File: config.mk
export PLATFORM = sky130hd
export DESIGN_NAME = instruction_fetch
export DESIGN_NICKNAME = d
export VERILOG_FILES = /design/src/rtl/instruction_fetch.sv
export SDC_FILE = /design/constraint.sdc
export NUM_CORES = 1
export LEC_CHECK = 0
export ABC_AREA = 1
export BUFFER_PORTS_ARGS = -buffer_cell sky130_fd_sc_hd__buf_2
export CAP_MARGIN = 20
export CORE_ASPECT_RATIO = 1.1
export CORE_UTILIZATION = 58
export DETAILED_ROUTE_END_ITERATION = 16
export PLACE_DENSITY = 0.87
export SLEW_MARGIN = 15
export SYNTH_ARGS = -nofsm -noshare
export SYNTH_HDL_FRONTEND = slang
export SYNTH_SLANG_ARGS = --single-unit
File: constraint.sdc
create_clock -name clk -period 12.5 [get_ports clk]
set_clock_uncertainty 0.1 [all_clocks]
set_input_delay 3.125 -clock clk [delete_from_list [all_inputs] [get_ports clk]]
set_output_delay 3.125 -clock clk [all_outputs]
set_load 0.01 [all_outputs]
File: src/rtl/instruction_fetch.sv
// Fetch stage: owns the fetch PC, drives instruction memory and loads the IF/ID register.
// A two-state RUN/HALT machine stops fetching at the end of memory or on a zero word.
module instruction_fetch #(
  parameter logic [31:0] RESET_PC     = 32'h0000_0000,
  parameter int          IMEM_WORDS   = 64,
  parameter bit          HALT_ON_ZERO = 1'b1
) (
  input  logic        clk,
  input  logic        reset,
  input  logic        pc_src,
  input  logic [31:0] branch_target,
  input  logic        stall,
  input  logic        flush,
  output logic [31:0] imem_addr,
  input  logic [31:0] imem_rd,
  output logic [31:0] instr_d,
  output logic [31:0] pc_d,
  output logic [31:0] pc_plus4_d,
  output logic        valid_d,
  output logic        halted,
  output logic [31:0] fetch_count
);

  typedef enum logic {RUN, HALT} state_t;

  localparam logic [31:0] PC_LIMIT = 32'(4 * IMEM_WORDS);

  state_t      state;
  logic [31:0] pc_f;
  logic [31:0] pc_plus4_f;
  logic [31:0] target_f;
  logic        halt_cond;
  logic        go_halt;
  logic        load;

  assign imem_addr  = pc_f;
  assign pc_plus4_f = pc_f + 32'd4;
  assign target_f   = branch_target & 32'hFFFF_FFFC;
  assign halt_cond  = (pc_f >= PC_LIMIT) || (HALT_ON_ZERO && (imem_rd == 32'h0));

  // A redirect overrides the halt condition, so the current word is still issued.
  assign go_halt = (state == RUN) && !pc_src && !stall && halt_cond;
  assign load    = (state == RUN) && !stall && (pc_src || !halt_cond);

  always_ff @(posedge clk or posedge reset) begin
    if (reset) begin
      state       <= RUN;
      halted      <= 1'b0;
      pc_f        <= RESET_PC;
      instr_d     <= 32'h0;
      pc_d        <= 32'h0;
      pc_plus4_d  <= 32'h0;
      valid_d     <= 1'b0;
      fetch_count <= 32'h0;
    end else begin
      if (state == RUN) begin
        if (pc_src) begin
          pc_f <= target_f;
        end else if (!stall) begin
          if (halt_cond) begin
            state  <= HALT;
            halted <= 1'b1;
          end else begin
            pc_f <= pc_plus4_f;
          end
        end
      end else if (pc_src) begin
        pc_f   <= target_f;
        state  <= RUN;
        halted <= 1'b0;
      end

      if (flush) begin
        instr_d    <= 32'h0;
        pc_d       <= 32'h0;
        pc_plus4_d <= 32'h0;
        valid_d    <= 1'b0;
      end else if (load) begin
        instr_d     <= imem_rd;
        pc_d        <= pc_f;
        pc_plus4_d  <= pc_plus4_f;
        valid_d     <= 1'b1;
        fetch_count <= fetch_count + 32'd1;
      end else if (go_halt || (state == HALT)) begin
        valid_d <= 1'b0;
      end
    end
  end

endmodule

==> metrics.txt, run 1 <==
# TYPE chip_impl_metric gauge
chip_impl_metric{name="dpl-instance-area",unit="µm²"} 9728
chip_impl_metric{name="fp-row-count",unit=""} 46
chip_impl_metric{name="first_global_vias",unit=""} 8091
chip_impl_metric{name="placement.io_buffers",unit=""} 226
chip_impl_info{name="timing.critical_path.from",value="stall"} 1
chip_impl_metric{name="detailed_place_hpwl",unit="µm"} 17420
chip_impl_metric{name="vdd_drop_max",unit="mV"} 0.08090
chip_impl_metric{name="synth_compound_area_frac",unit=""} 0.01491
chip_impl_metric{name="die_w",unit="µm"} 118.9
chip_impl_metric{name="clk_pin_slew_worst_paths",unit="ns"} 0.06
chip_impl_info{name="tritoncts",value="done"} 1
chip_impl_metric{name="ys_types",unit=""} 24
chip_impl_metric{name="routed-via-count",unit=""} 8892
chip_impl_metric{name="yosys.area_share.adder",unit=""} 0.004302
chip_impl_metric{name="fmax",unit="GHz"} 0.1724
chip_impl_metric{name="cp_data_arrival_time",unit="ns"} 5.96
chip_impl_metric{name="numCtsBuffers",unit=""} 17
chip_impl_metric{name="synth_xor_area_frac",unit=""} 0.02811
chip_impl_info{name="hold_path.class",value="flop to flop"} 1
chip_impl_metric{name="effective_utilization_at_floorplan",unit=""} 0.5992
chip_impl_info{name="synth_top_family_by_area",value="simple AND/OR/NAND/NOR gates"} 1
chip_impl_metric{name="cts_resized",unit=""} 0
chip_impl_metric{name="final.setup.tns",unit="ns"} 0
chip_impl_metric{name="synth_seq_area_share",unit=""} 0.4532
chip_impl_metric{name="postSynthAreaPerCell",unit="µm²"} 7.400
chip_impl_metric{name="critical_path.max_fanout",unit=""} 81
chip_impl_info{name="crit_path_end_kind",value="flop"} 1
chip_impl_metric{name="global_route.overflow_total",unit=""} 0
chip_impl_metric{name="clkSinkCount",unit=""} 158
chip_impl_metric{name="drive_above_1_share",unit=""} 0.2007
chip_impl_metric{name="slew_headroom",unit=""} 0.3134
chip_impl_info{name="postSynth.topFlopCell",value="dfrtp_1"} 1
chip_impl_metric{name="synth.ff_latch_count",unit=""} 158
chip_impl_metric{name="synth_area",unit="µm²"} 8725
chip_impl_metric{name="count_of_nets_after_finishing",unit=""} 1425
chip_impl_metric{name="hold_viol_final",unit=""} 0
chip_impl_metric{name="routedWlPerCell",unit="µm"} 16.54
chip_impl_metric{name="final_worst_path_cycle_share",unit=""} 0.4640
chip_impl_metric{name="detailed_router_s_first_iteration_violation_count",unit=""} 846
chip_impl_metric{name="drv_cap",unit=""} 0
chip_impl_metric{name="pin_count_of_the_biggest_net_entering_global_routing",unit=""} 120
chip_impl_metric{name="postSynthCellCount",unit=""} 1179
chip_impl_info{name="crit-reg2reg-launch",value="state$_DFF_PP0_"} 1
chip_impl_metric{name="design.core.area",unit="µm²"} 14560
chip_impl_metric{name="ys_warn_count",unit=""} 0
chip_impl_metric{name="post_cts.repair.setup_buffers",unit=""} 0
chip_impl_metric{name="insertion_delay",unit="ns"} 0.43
chip_impl_metric{name="power.static_leakage",unit="nW"} 5.754
chip_impl_metric{name="boundaryPins",unit=""} 231
chip_impl_metric{name="synth-simple-area-share",unit=""} 0.4147
chip_impl_metric{name="drt_first_pass_iters",unit=""} 6
chip_impl_info{name="critical_path_class",value="primary input to flop"} 1
chip_impl_metric{name="dieArea",unit="µm²"} 15540
chip_impl_metric{name="synth_mux_area_frac",unit=""} 0.007744
chip_impl_info{name="clock-root-buffer",value="clkbuf_16"} 1
chip_impl_metric{name="setup_violations",unit=""} 0
chip_impl_metric{name="grt_antenna_before_repair",unit=""} 0
chip_impl_metric{name="antenna_left",unit=""} 0
chip_impl_metric{name="final_max_slew_violation_count",unit=""} 0
chip_impl_metric{name="period_needed",unit="ns"} 5.800
chip_impl_info{name="setup.worst_path.start_class",value="primary input"} 1
chip_impl_metric{name="crit_required",unit="ns"} 12.66
chip_impl_metric{name="synthArstFlopShare",unit=""} 1.000
chip_impl_metric{name="power-per-cell-area",unit="nW/µm²"} 124.9
chip_impl_metric{name="place.gp.congestion",unit=""} 0.9284
chip_impl_metric{name="drc",unit=""} 0
chip_impl_metric{name="gr-usage-all-layers",unit=""} 0.3350
chip_impl_metric{name="grt_first_pass_wirelength",unit="µm"} 40760
chip_impl_info{name="startpoint_of_the_most_critical_hold_path",value="pc_d[26]$_DFFE_PP0P_"} 1
chip_impl_metric{name="final_wirelength",unit="µm"} 25770
chip_impl_metric{name="min_path_cells",unit=""} 2
chip_impl_info{name="run_status",value="completed"} 1
chip_impl_metric{name="htreeDepth",unit=""} 4
chip_impl_metric{name="worst-slew-pin-transition",unit="ns"} 1.030
chip_impl_metric{name="cts.hold.buffers_added",unit=""} 0
chip_impl_metric{name="finish.instance_area",unit="µm²"} 10330
chip_impl_metric{name="clk_path_buf_depth",unit=""} 2
chip_impl_metric{name="area_growth_syn_to_layout",unit="%"} 18.36
chip_impl_metric{name="synth_enable_flop_cells",unit=""} 0
chip_impl_metric{name="rr_worst_depth",unit=""} 6
chip_impl_metric{name="die-height",unit="µm"} 130.6
chip_impl_metric{name="avgViaCountPerCell",unit=""} 5.707
chip_impl_info{name="grt_setup_unrepaired",value="no"} 1
-- flip-flops by register name, summed over array words and instances, names as in the netlist --
| name | flops |
|---|---|
| state | 1 |
| imem_addr | 30 |
| pc_plus4_d | 30 |
| valid_d | 1 |
| instr_d | 32 |
| halted | 1 |
| pc_d | 31 |
| fetch_count | 32 |
-- cells by family after synthesis --
kind of cell / count (synthesis)
buffers and inverters: 142
adders and majority gates: 3
xor gates and xnor gates: 28
muxes: 6
and+or+nand+nor: 815
other: 1
DFF: 158
AOI/OAI and AO/OA: 26
-- where the power goes --
| group | leakage (nW) | internal, W | switching, W |
|---|---|---|---|
| logic | 3.36 | 0.0000625 | 0.000131 |
| registers | 2.12 | 0.000542 | 0.0000400 |
| clock network | 0.275 | 0.000303 | 0.000211 |
| total | 5.75 | 0.000907 | 0.000382 |
-- per-layer routing --
metal  track usage  up-vias  wire length [µm]
met5             0        -                 0
met4        0.1616        0               860
met3       0.06250       69              1807
met2        0.5531      390             12820
met1        0.4303     4191             10290
li1              -     4242                 -
-- cells in the final DEF (no fill, tap or decap), types with 17 or more instances in the layout --
cell type  instances
dfrtp_1          158
nor2_1           129
nand4_1          127
clkbuf_16         17
nand2_1          413
xor2_1            23
nand3_1          120
buf_2            226
inv_1             63
o21ai_0           26
-- stage by stage --
stage               instances  total power [W]  hold WS [ns]    util  setup slack, ns
floorplan                1180        0.0007026        0.4332       -            5.012
global placement         1525        0.0007743        0.3769  0.6681            5.965
detailed placement       1525        0.0007798        0.3810  0.6681            5.938
CTS                      1556         0.001290        0.3953  0.7076            6.394
global route             1557         0.001337        0.4163  0.7090            6.507
finish                   1558         0.001290        0.3926  0.7091            6.700
-- worst paths after layout --
path | slack (ns) | end
max | 6.70 | imem_addr[9]$_DFFE_PP0P_
min | 0.39 | pc_d[26]$_DFFE_PP0P_
max reg2reg | 9.05 | imem_addr[9]$_DFFE_PP0P_
min reg2reg | 0.39 | pc_d[26]$_DFFE_PP0P_
max in group asynchronous | 8.13 | fetch_count[9]$_DFFE_PP0P_
min in group asynchronous | 2.77 | instr_d[12]$_DFFE_PP0P_
-- synthesized netlist by cell type (6+ instances only) --
cell type / n / area (µm²)
buf_1: 16 / 60.06
buf_2: 18 / 90.09
buf_4: 12 / 90.09
buf_6: 9 / 101.4
clkbuf_1: 22 / 82.58
dfrtp_1: 158 / 3954
inv_1: 65 / 244.0
mux2_2: 6 / 67.56
nand2_1: 413 / 1550
nand3_1: 120 / 600.6
nand3b_1: 15 / 112.6
nand4_1: 127 / 794.5
nor2_1: 130 / 488.0
o21ai_0: 26 / 130.1
xor2_1: 23 / 201.4
-- layout make-up --
| class | instances | area, µm² |
|---|---|---|
| Fill cell | 1250 | 4235 |
| Multi-Input combinational cell | 880 | 4119 |
| Sequential cell | 158 | 3954 |
| Timing Repair Buffer | 231 | 1181 |
| Clock buffer | 21 | 460.4 |
| Inverter | 65 | 254.0 |
| Tap cell | 192 | 240.2 |
| Clock inverter | 10 | 115.1 |
| Antenna cell | 1 | 2.502 |
-- critical path, cell delays in order --
cell	delay [ns]
buf_2	0.12
nor2_4	0.31
buf_12	0.25
buf_4	0.73
nand3_2	0.35
nand2_1	0.85
o21ai_0	0.18
(Power assumes the default switching activity.)
==> run 2, diff against run 1 <==
Settings changed: ABC_AREA 1 to 0, CORE_UTILIZATION 58 to 47, PLACE_DENSITY 0.87 to 0.77.
Clock period 12.5 ns to 4.79 ns, I/O delays scaled along.
==> metrics.txt, run 2 <==
# TYPE chip_impl_metric gauge
chip_impl_info{name="grt_setup_unrepaired",value="no"} 1
chip_impl_metric{name="multi_input_comb_area",unit="µm²"} 3366
chip_impl_info{name="layout_commonest_cell",value="buf_2"} 1
chip_impl_metric{name="grt_first_pass_wirelength",unit="µm"} 33390
chip_impl_info{name="crit-reg2reg-launch",value="imem_addr[23]$_DFFE_PP0P_"} 1
chip_impl_metric{name="fp-row-count",unit=""} 48
chip_impl_info{name="reg_top3",value="fetch_count: 32 flops, instr_d: 32 flops, pc_d: 31 flops"} 1
chip_impl_info{name="run_status",value="completed"} 1
chip_impl_metric{name="worst-slew-pin-transition",unit="ns"} 0.8836
chip_impl_metric{name="grt_antenna_before_repair",unit=""} 0
chip_impl_metric{name="synthArstFlopShare",unit=""} 1.000
chip_impl_metric{name="clkSinkCount",unit=""} 158
chip_impl_metric{name="drive_above_1_share",unit=""} 0.3010
chip_impl_metric{name="place.gp.congestion",unit=""} 0.8635
chip_impl_metric{name="postSynthCellCount",unit=""} 790
chip_impl_metric{name="antenna_cells",unit=""} 0
chip_impl_info{name="mostFrequentLayoutCells",value="buf_2 (225), dfrtp_1 (158), a21oi_1 (98)"} 1
chip_impl_metric{name="min_path_cells",unit=""} 1
chip_impl_info{name="tritoncts",value="done"} 1
chip_impl_metric{name="routedWlPerCell",unit="µm"} 18.54
chip_impl_metric{name="final_wirelength",unit="µm"} 21880
chip_impl_info{name="clock-root-buffer",value="clkbuf_16"} 1
chip_impl_metric{name="boundaryPins",unit=""} 231
chip_impl_metric{name="hold_viol_final",unit=""} 0
chip_impl_metric{name="die_w",unit="µm"} 124.0
chip_impl_metric{name="die-height",unit="µm"} 136.2
chip_impl_info{name="list_of_most_frequent_post_synthesis_cells",value="dfrtp_1 (158), a21oi_1 (98), nand3_1 (89)"} 1
chip_impl_metric{name="drv_cap",unit=""} 0
chip_impl_metric{name="placement.io_buffers",unit=""} 226
chip_impl_metric{name="pin_count_of_the_biggest_net_entering_global_routing",unit=""} 159
chip_impl_info{name="setup.worst_path.start_class",value="primary input"} 1
chip_impl_metric{name="dieArea",unit="µm²"} 16900
chip_impl_metric{name="avgViaCountPerCell",unit=""} 5.854
chip_impl_metric{name="dpl.cell_count",unit=""} 1149
chip_impl_metric{name="power.static_leakage",unit="nW"} 4.394
chip_impl_metric{name="count_of_nets_after_finishing",unit=""} 1041
chip_impl_info{name="synth_largest_area_cell",value="dfrtp_1"} 1
chip_impl_metric{name="power-per-cell-area",unit="nW/µm²"} 369.1
chip_impl_metric{name="final.setup.tns",unit="ns"} 0
chip_impl_metric{name="rr_worst_depth",unit=""} 7
chip_impl_metric{name="final_max_slew_violation_count",unit=""} 0
chip_impl_info{name="yosysMostFrequentCell",value="dfrtp_1"} 1
chip_impl_metric{name="slew_headroom",unit=""} 0.4109
chip_impl_metric{name="reg2reg_setup_slack",unit="ns"} 1.87
chip_impl_metric{name="routed-via-count",unit=""} 6908
chip_impl_info{name="critical_path_class",value="primary input to flop"} 1
chip_impl_metric{name="gr-usage-all-layers",unit=""} 0.2574
chip_impl_info{name="netlist_top_cells_area",value="dfrtp_1 (51%), a21oi_1 (6.4%), nand3_1 (5.8%)"} 1
chip_impl_info{name="startpoint_of_the_most_critical_hold_path",value="fetch_count[31]$_DFFE_PP0P_"} 1
chip_impl_info{name="timing.rr.end",value="pc_plus4_d[24]$_DFFE_PP0P_"} 1
chip_impl_metric{name="effective_utilization_at_floorplan",unit=""} 0.4856
chip_impl_metric{name="final_worst_path_cycle_share",unit=""} 0.6656
chip_impl_metric{name="period_needed",unit="ns"} 3.188
chip_impl_metric{name="yosys.area.top_type_share",unit=""} 0.5136
chip_impl_metric{name="drt_first_pass_iters",unit=""} 5
chip_impl_metric{name="cp_data_arrival_time",unit="ns"} 3.39
chip_impl_metric{name="first_global_vias",unit=""} 6379
chip_impl_metric{name="postSynthAreaPerCell",unit="µm²"} 9.745
chip_impl_metric{name="fmax",unit="GHz"} 0.3137
chip_impl_metric{name="detailed_router_s_first_iteration_violation_count",unit=""} 381
chip_impl_metric{name="clk_pin_slew_worst_paths",unit="ns"} 0.06
chip_impl_metric{name="ys_warn_count",unit=""} 0
chip_impl_info{name="hold_path.class",value="flop to flop"} 1
chip_impl_metric{name="numCtsBuffers",unit=""} 17
chip_impl_metric{name="global_route.overflow_total",unit=""} 0
chip_impl_metric{name="cell_count_final_fillers_out",unit=""} 1180
chip_impl_metric{name="synth.ff_latch_count",unit=""} 158
chip_impl_metric{name="cts.hold.buffers_added",unit=""} 0
chip_impl_metric{name="synth_seq_area_share",unit=""} 0.5136
chip_impl_metric{name="post_cts.repair.setup_buffers",unit=""} 0
chip_impl_metric{name="setup_violations",unit=""} 0
chip_impl_metric{name="drc",unit=""} 0
chip_impl_metric{name="critical_path.max_fanout",unit=""} 15
chip_impl_info{name="postSynth.topFlopCell",value="dfrtp_1"} 1
chip_impl_metric{name="count_of_filler_cells_inserted_in_the_layout",unit=""} 1383
chip_impl_info{name="crit_path_end_kind",value="flop"} 1
chip_impl_metric{name="htreeDepth",unit=""} 4
chip_impl_metric{name="ys_types",unit=""} 45
chip_impl_metric{name="area_growth_syn_to_layout",unit="%"} 22.92
chip_impl_metric{name="detailed_place_hpwl",unit="µm"} 14060
chip_impl_info{name="worst_hold_endpoint",value="fetch_count[31]$_DFFE_PP0P_"} 1
chip_impl_metric{name="clk_path_buf_depth",unit=""} 2
chip_impl_info{name="timing.critical_path.from",value="imem_rd[23]"} 1
chip_impl_metric{name="antenna_left",unit=""} 0
chip_impl_metric{name="cts_resized",unit=""} 0
chip_impl_metric{name="vdd_drop_max",unit="mV"} 0.2470
chip_impl_metric{name="synth_area",unit="µm²"} 7699
chip_impl_metric{name="ff_latch_area",unit="µm²"} 3954
chip_impl_metric{name="insertion_delay",unit="ns"} 0.42
chip_impl_metric{name="design.core.area",unit="µm²"} 15860
chip_impl_metric{name="crit_required",unit="ns"} 4.99
chip_impl_metric{name="synth_enable_flop_cells",unit=""} 0
run 2: worst max-delay path, stage by stage:
cell     delay, ns
buf_2         0.11
nor4_1        0.34
nand4_1       0.18
or2_2         0.38
a31oi_2       0.66
buf_4         0.28
nor2_1        0.06
o22a_1        0.17
run 2: layer usage:
metal  vias to the layer above  part of all wire  routed length (µm)  global-route usage
met5                         -                 0                   0                   0
met3                        34             0.084                1835             0.07760
met1                      3369              0.42                9162              0.3342
li1                       3221                 -                   -                   -
met4                         0             0.021                 465             0.09392
met2                       284              0.48               10420              0.4037
run 2: worst max-delay path by stage:
| stage | cells after the start | end | slack (ns) |
|---|---|---|---|
| floorplan | 1 | fetch_count[0]$_DFFE_PP0P_ | 1.49 |
| global placement | 8 | imem_addr[5]$_DFFE_PP0P_ | 1.20 |
| detailed placement | 8 | imem_addr[4]$_DFFE_PP0P_ | 1.18 |
| CTS | 8 | imem_addr[4]$_DFFE_PP0P_ | 1.62 |
| global route | 8 | imem_addr[4]$_DFFE_PP0P_ | 1.46 |
| finish | 8 | imem_addr[4]$_DFFE_PP0P_ | 1.60 |
run 2: area by class of cell:
cell class | count | share of cell area
clock buffers | 19 | 0.04786
clock inverters | 11 | 0.01507
inverters | 6 | 0.002777
multi-input cells | 546 | 0.3557
flip-flops and latches | 158 | 0.4178
well taps | 200 | 0.02644
repair buffers | 240 | 0.1343
run 2: metrics by stage:
stage / worst slack, ns / util / area, µm² / total power (W) / hold slack (ns)
after detailed placement: 1.185 / 0.5575 / 8840 / 0.002137 / 0.3681
after CTS: 1.620 / 0.5951 / 9435 / 0.003515 / 0.3810
after floorplan: 1.492 / - / 7706 / 0.001901 / 0.4076
after global placement: 1.200 / 0.5575 / 8840 / 0.002122 / 0.3573
final: 1.602 / 0.5968 / 9463 / 0.003493 / 0.3795
after global routing: 1.464 / 0.5968 / 9463 / 0.003640 / 0.4084
run 2: logic make-up after synthesis:
family,synth area share
multiplexers,0.01154
flip-flops,0.5136
buffers and inverters,0.05314
adder cells (fa/ha/maj),0.004876
AND/OR/NAND/NOR,0.1723
AO/OA/AOI/OAI,0.1770
other,0.0004871
XOR/XNOR,0.06712
run 2: where the power goes:
group	switching [W]	internal [W]	total, W
clock	0.000540	0.000839	0.00138
combinational	0.000333	0.000218	0.000551
sequential	0.000129	0.00143	0.00156
==> run 3, diff against run 2 <==
Settings changed: CORE_UTILIZATION 47 to 52, PLACE_DENSITY 0.77 to 0.8.
Clock period 4.79 ns to 2.96 ns, I/O delays scaled along.
==> metrics.txt, run 3 (same netlist as run 2, synthesis figures left out) <==
# TYPE chip_impl_metric gauge
chip_impl_info{name="run_status",value="completed"} 1
chip_impl_info{name="hold_path.class",value="primary input to asynchronous set/reset pin"} 1
chip_impl_metric{name="routedWlPerCell",unit="µm"} 18.35
chip_impl_metric{name="cp_data_arrival_time",unit="ns"} 2.89
chip_impl_metric{name="detailed_place_hpwl",unit="µm"} 14790
chip_impl_info{name="tritoncts",value="done"} 1
chip_impl_metric{name="pin_count_of_the_biggest_net_entering_global_routing",unit=""} 103
chip_impl_metric{name="count_of_filler_cells_inserted_in_the_layout",unit=""} 1205
chip_impl_metric{name="htreeDepth",unit=""} 4
chip_impl_metric{name="hold_viol_final",unit=""} 0
chip_impl_metric{name="fmax",unit="GHz"} 0.3721
chip_impl_metric{name="antenna_left",unit=""} 0
chip_impl_metric{name="power-per-cell-area",unit="nW/µm²"} 575.7
chip_impl_metric{name="die-height",unit="µm"} 129.6
chip_impl_metric{name="fp-row-count",unit=""} 46
chip_impl_metric{name="routed-via-count",unit=""} 7021
chip_impl_info{name="setup.worst_path.start_class",value="flop"} 1
chip_impl_metric{name="dieArea",unit="µm²"} 15300
chip_impl_metric{name="worst-slew-pin-transition",unit="ns"} 0.6124
chip_impl_metric{name="design.core.area",unit="µm²"} 14450
chip_impl_metric{name="final_worst_path_cycle_share",unit=""} 0.9078
chip_impl_info{name="layout_commonest_cell",value="buf_2"} 1
chip_impl_metric{name="clkSinkCount",unit=""} 158
chip_impl_info{name="mostFrequentLayoutCells",value="buf_2 (225), dfrtp_1 (158), a21oi_1 (98)"} 1
chip_impl_metric{name="effective_utilization_at_floorplan",unit=""} 0.5329
chip_impl_metric{name="die_w",unit="µm"} 118.0
chip_impl_metric{name="slew_headroom",unit=""} 0.5917
chip_impl_metric{name="cts_resized",unit=""} 0
chip_impl_metric{name="drt_first_pass_iters",unit=""} 5
chip_impl_metric{name="setup_violations",unit=""} 0
chip_impl_metric{name="final_wirelength",unit="µm"} 22040
chip_impl_info{name="reg_top3",value="fetch_count: 32 flops, instr_d: 32 flops, pc_d: 31 flops"} 1
chip_impl_metric{name="placement.io_buffers",unit=""} 226
chip_impl_metric{name="numCtsBuffers",unit=""} 17
chip_impl_metric{name="power.static_leakage",unit="nW"} 4.551
chip_impl_metric{name="detailed_router_s_first_iteration_violation_count",unit=""} 716
chip_impl_metric{name="insertion_delay",unit="ns"} 0.42
chip_impl_metric{name="vdd_drop_max",unit="mV"} 0.3348
chip_impl_metric{name="global_route.overflow_total",unit=""} 0
chip_impl_metric{name="place.gp.congestion",unit=""} 0.8484
chip_impl_metric{name="boundaryPins",unit=""} 231
chip_impl_metric{name="clk_pin_slew_worst_paths",unit="ns"} 0.06
chip_impl_metric{name="crit_required",unit="ns"} 3.16
chip_impl_metric{name="clk_path_buf_depth",unit=""} 2
chip_impl_metric{name="gr-usage-all-layers",unit=""} 0.2906
chip_impl_metric{name="cts.hold.buffers_added",unit=""} 0
chip_impl_metric{name="post_cts.repair.setup_buffers",unit=""} 0
chip_impl_info{name="grt_setup_unrepaired",value="no"} 1
chip_impl_metric{name="finalPower",unit="W"} 0.005594
chip_impl_metric{name="final.setup.tns",unit="ns"} 0
chip_impl_metric{name="critical_path.max_fanout",unit=""} 30
chip_impl_metric{name="antenna_cells",unit=""} 0
chip_impl_metric{name="first_global_vias",unit=""} 6573
chip_impl_metric{name="drive_above_1_share",unit=""} 0.3191
chip_impl_metric{name="area_growth_syn_to_layout",unit="%"} 26.20
chip_impl_metric{name="grt_antenna_before_repair",unit=""} 0
chip_impl_metric{name="drv_cap",unit=""} 0
chip_impl_metric{name="avgViaCountPerCell",unit=""} 5.846
chip_impl_metric{name="final_max_slew_violation_count",unit=""} 0
chip_impl_info{name="crit_path_end_kind",value="flop"} 1
chip_impl_metric{name="period_needed",unit="ns"} 2.687
chip_impl_info{name="critical_path_class",value="flop to flop"} 1
chip_impl_metric{name="drc",unit=""} 0
chip_impl_metric{name="count_of_nets_after_finishing",unit=""} 1071
chip_impl_metric{name="grt_first_pass_wirelength",unit="µm"} 34600
chip_impl_info{name="clock-root-buffer",value="clkbuf_16"} 1
[run 3: cell types whose count changed in the layout (fill, tap and decap cells not counted), sizes merged]
cell and change:
buf +30, bufinv -1, clkbuf +2, clkinv -1, clkinvlp -1
[run 3: path summary, 6_finish.rpt]
kind                                                   from  cells after the start                     endpoint  slack [ns]
worst max register to register    imem_addr[20]$_DFFE_PP0P_                      7   pc_plus4_d[16]$_DFFE_PP0P_        0.27
min in group clk                fetch_count[31]$_DFFE_PP0P_                      1  fetch_count[31]$_DFFE_PP0P_        0.38
worst min register to register  fetch_count[31]$_DFFE_PP0P_                      1  fetch_count[31]$_DFFE_PP0P_        0.38
worst min-delay path                                  reset                      3  fetch_count[29]$_DFFE_PP0P_        0.33
worst max-delay path              imem_addr[20]$_DFFE_PP0P_                      7   pc_plus4_d[16]$_DFFE_PP0P_        0.27
max in group asynchronous                             reset                      3          valid_d$_DFFE_PP0P_        1.89
[run 3: worst max-delay path: stages, from the launching register on]
cell	delay, ns
dfrtp_1	0.48
nor4_1	0.37
nand2_1	0.16
nor4_4	0.45
a21o_4	0.38
buf_12	0.23
a21oi_1	0.10
a211oi_1	0.29
[run 3: area by class of cell]
cell class,instances,area [µm²],share of cell area
Sequential cell,158,3954,0.4070
Multi-Input combinational cell,546,3366,0.3464
Timing Repair Buffer,270,1577,0.1623
Clock buffer,21,460.4,0.04739
Tap cell,192,240.2,0.02473
Clock inverter,8,92.59,0.009530
Inverter,6,26.28,0.002704
[run 3: metrics by stage]
stage	worst slack (ns)	area (µm²)	util	hold slack (ns)	cells
floorplan	0.1191	7706	-	0.4076	791
global placement	0.1414	9163	0.6342	0.3589	1172
detailed placement	0.1138	9163	0.6342	0.3665	1172
CTS	0.2412	9716	0.6725	0.3355	1201
global route	0.1474	9716	0.6725	0.3536	1201
finish	0.2729	9716	0.6725	0.3280	1201
[run 3: where the power goes]
| group | total (W) | switching [W] | internal, W |
|---|---|---|---|
| logic | 0.00102 | 0.000612 | 0.000411 |
| registers | 0.00248 | 0.000156 | 0.00232 |
| clock network | 0.00209 | 0.000831 | 0.00126 |
| total | 0.00559 | 0.00160 | 0.00399 |
[run 3: routing by layer]
layer / global-route usage / vias up / wire length, µm
li1: - / 3279 / -
met2: 0.4806 / 289 / 10940
met3: 0.07042 / 32 / 1459
met1: 0.3741 / 3421 / 9127
met5: 0 / - / 0
met4: 0.1048 / 0 / 515
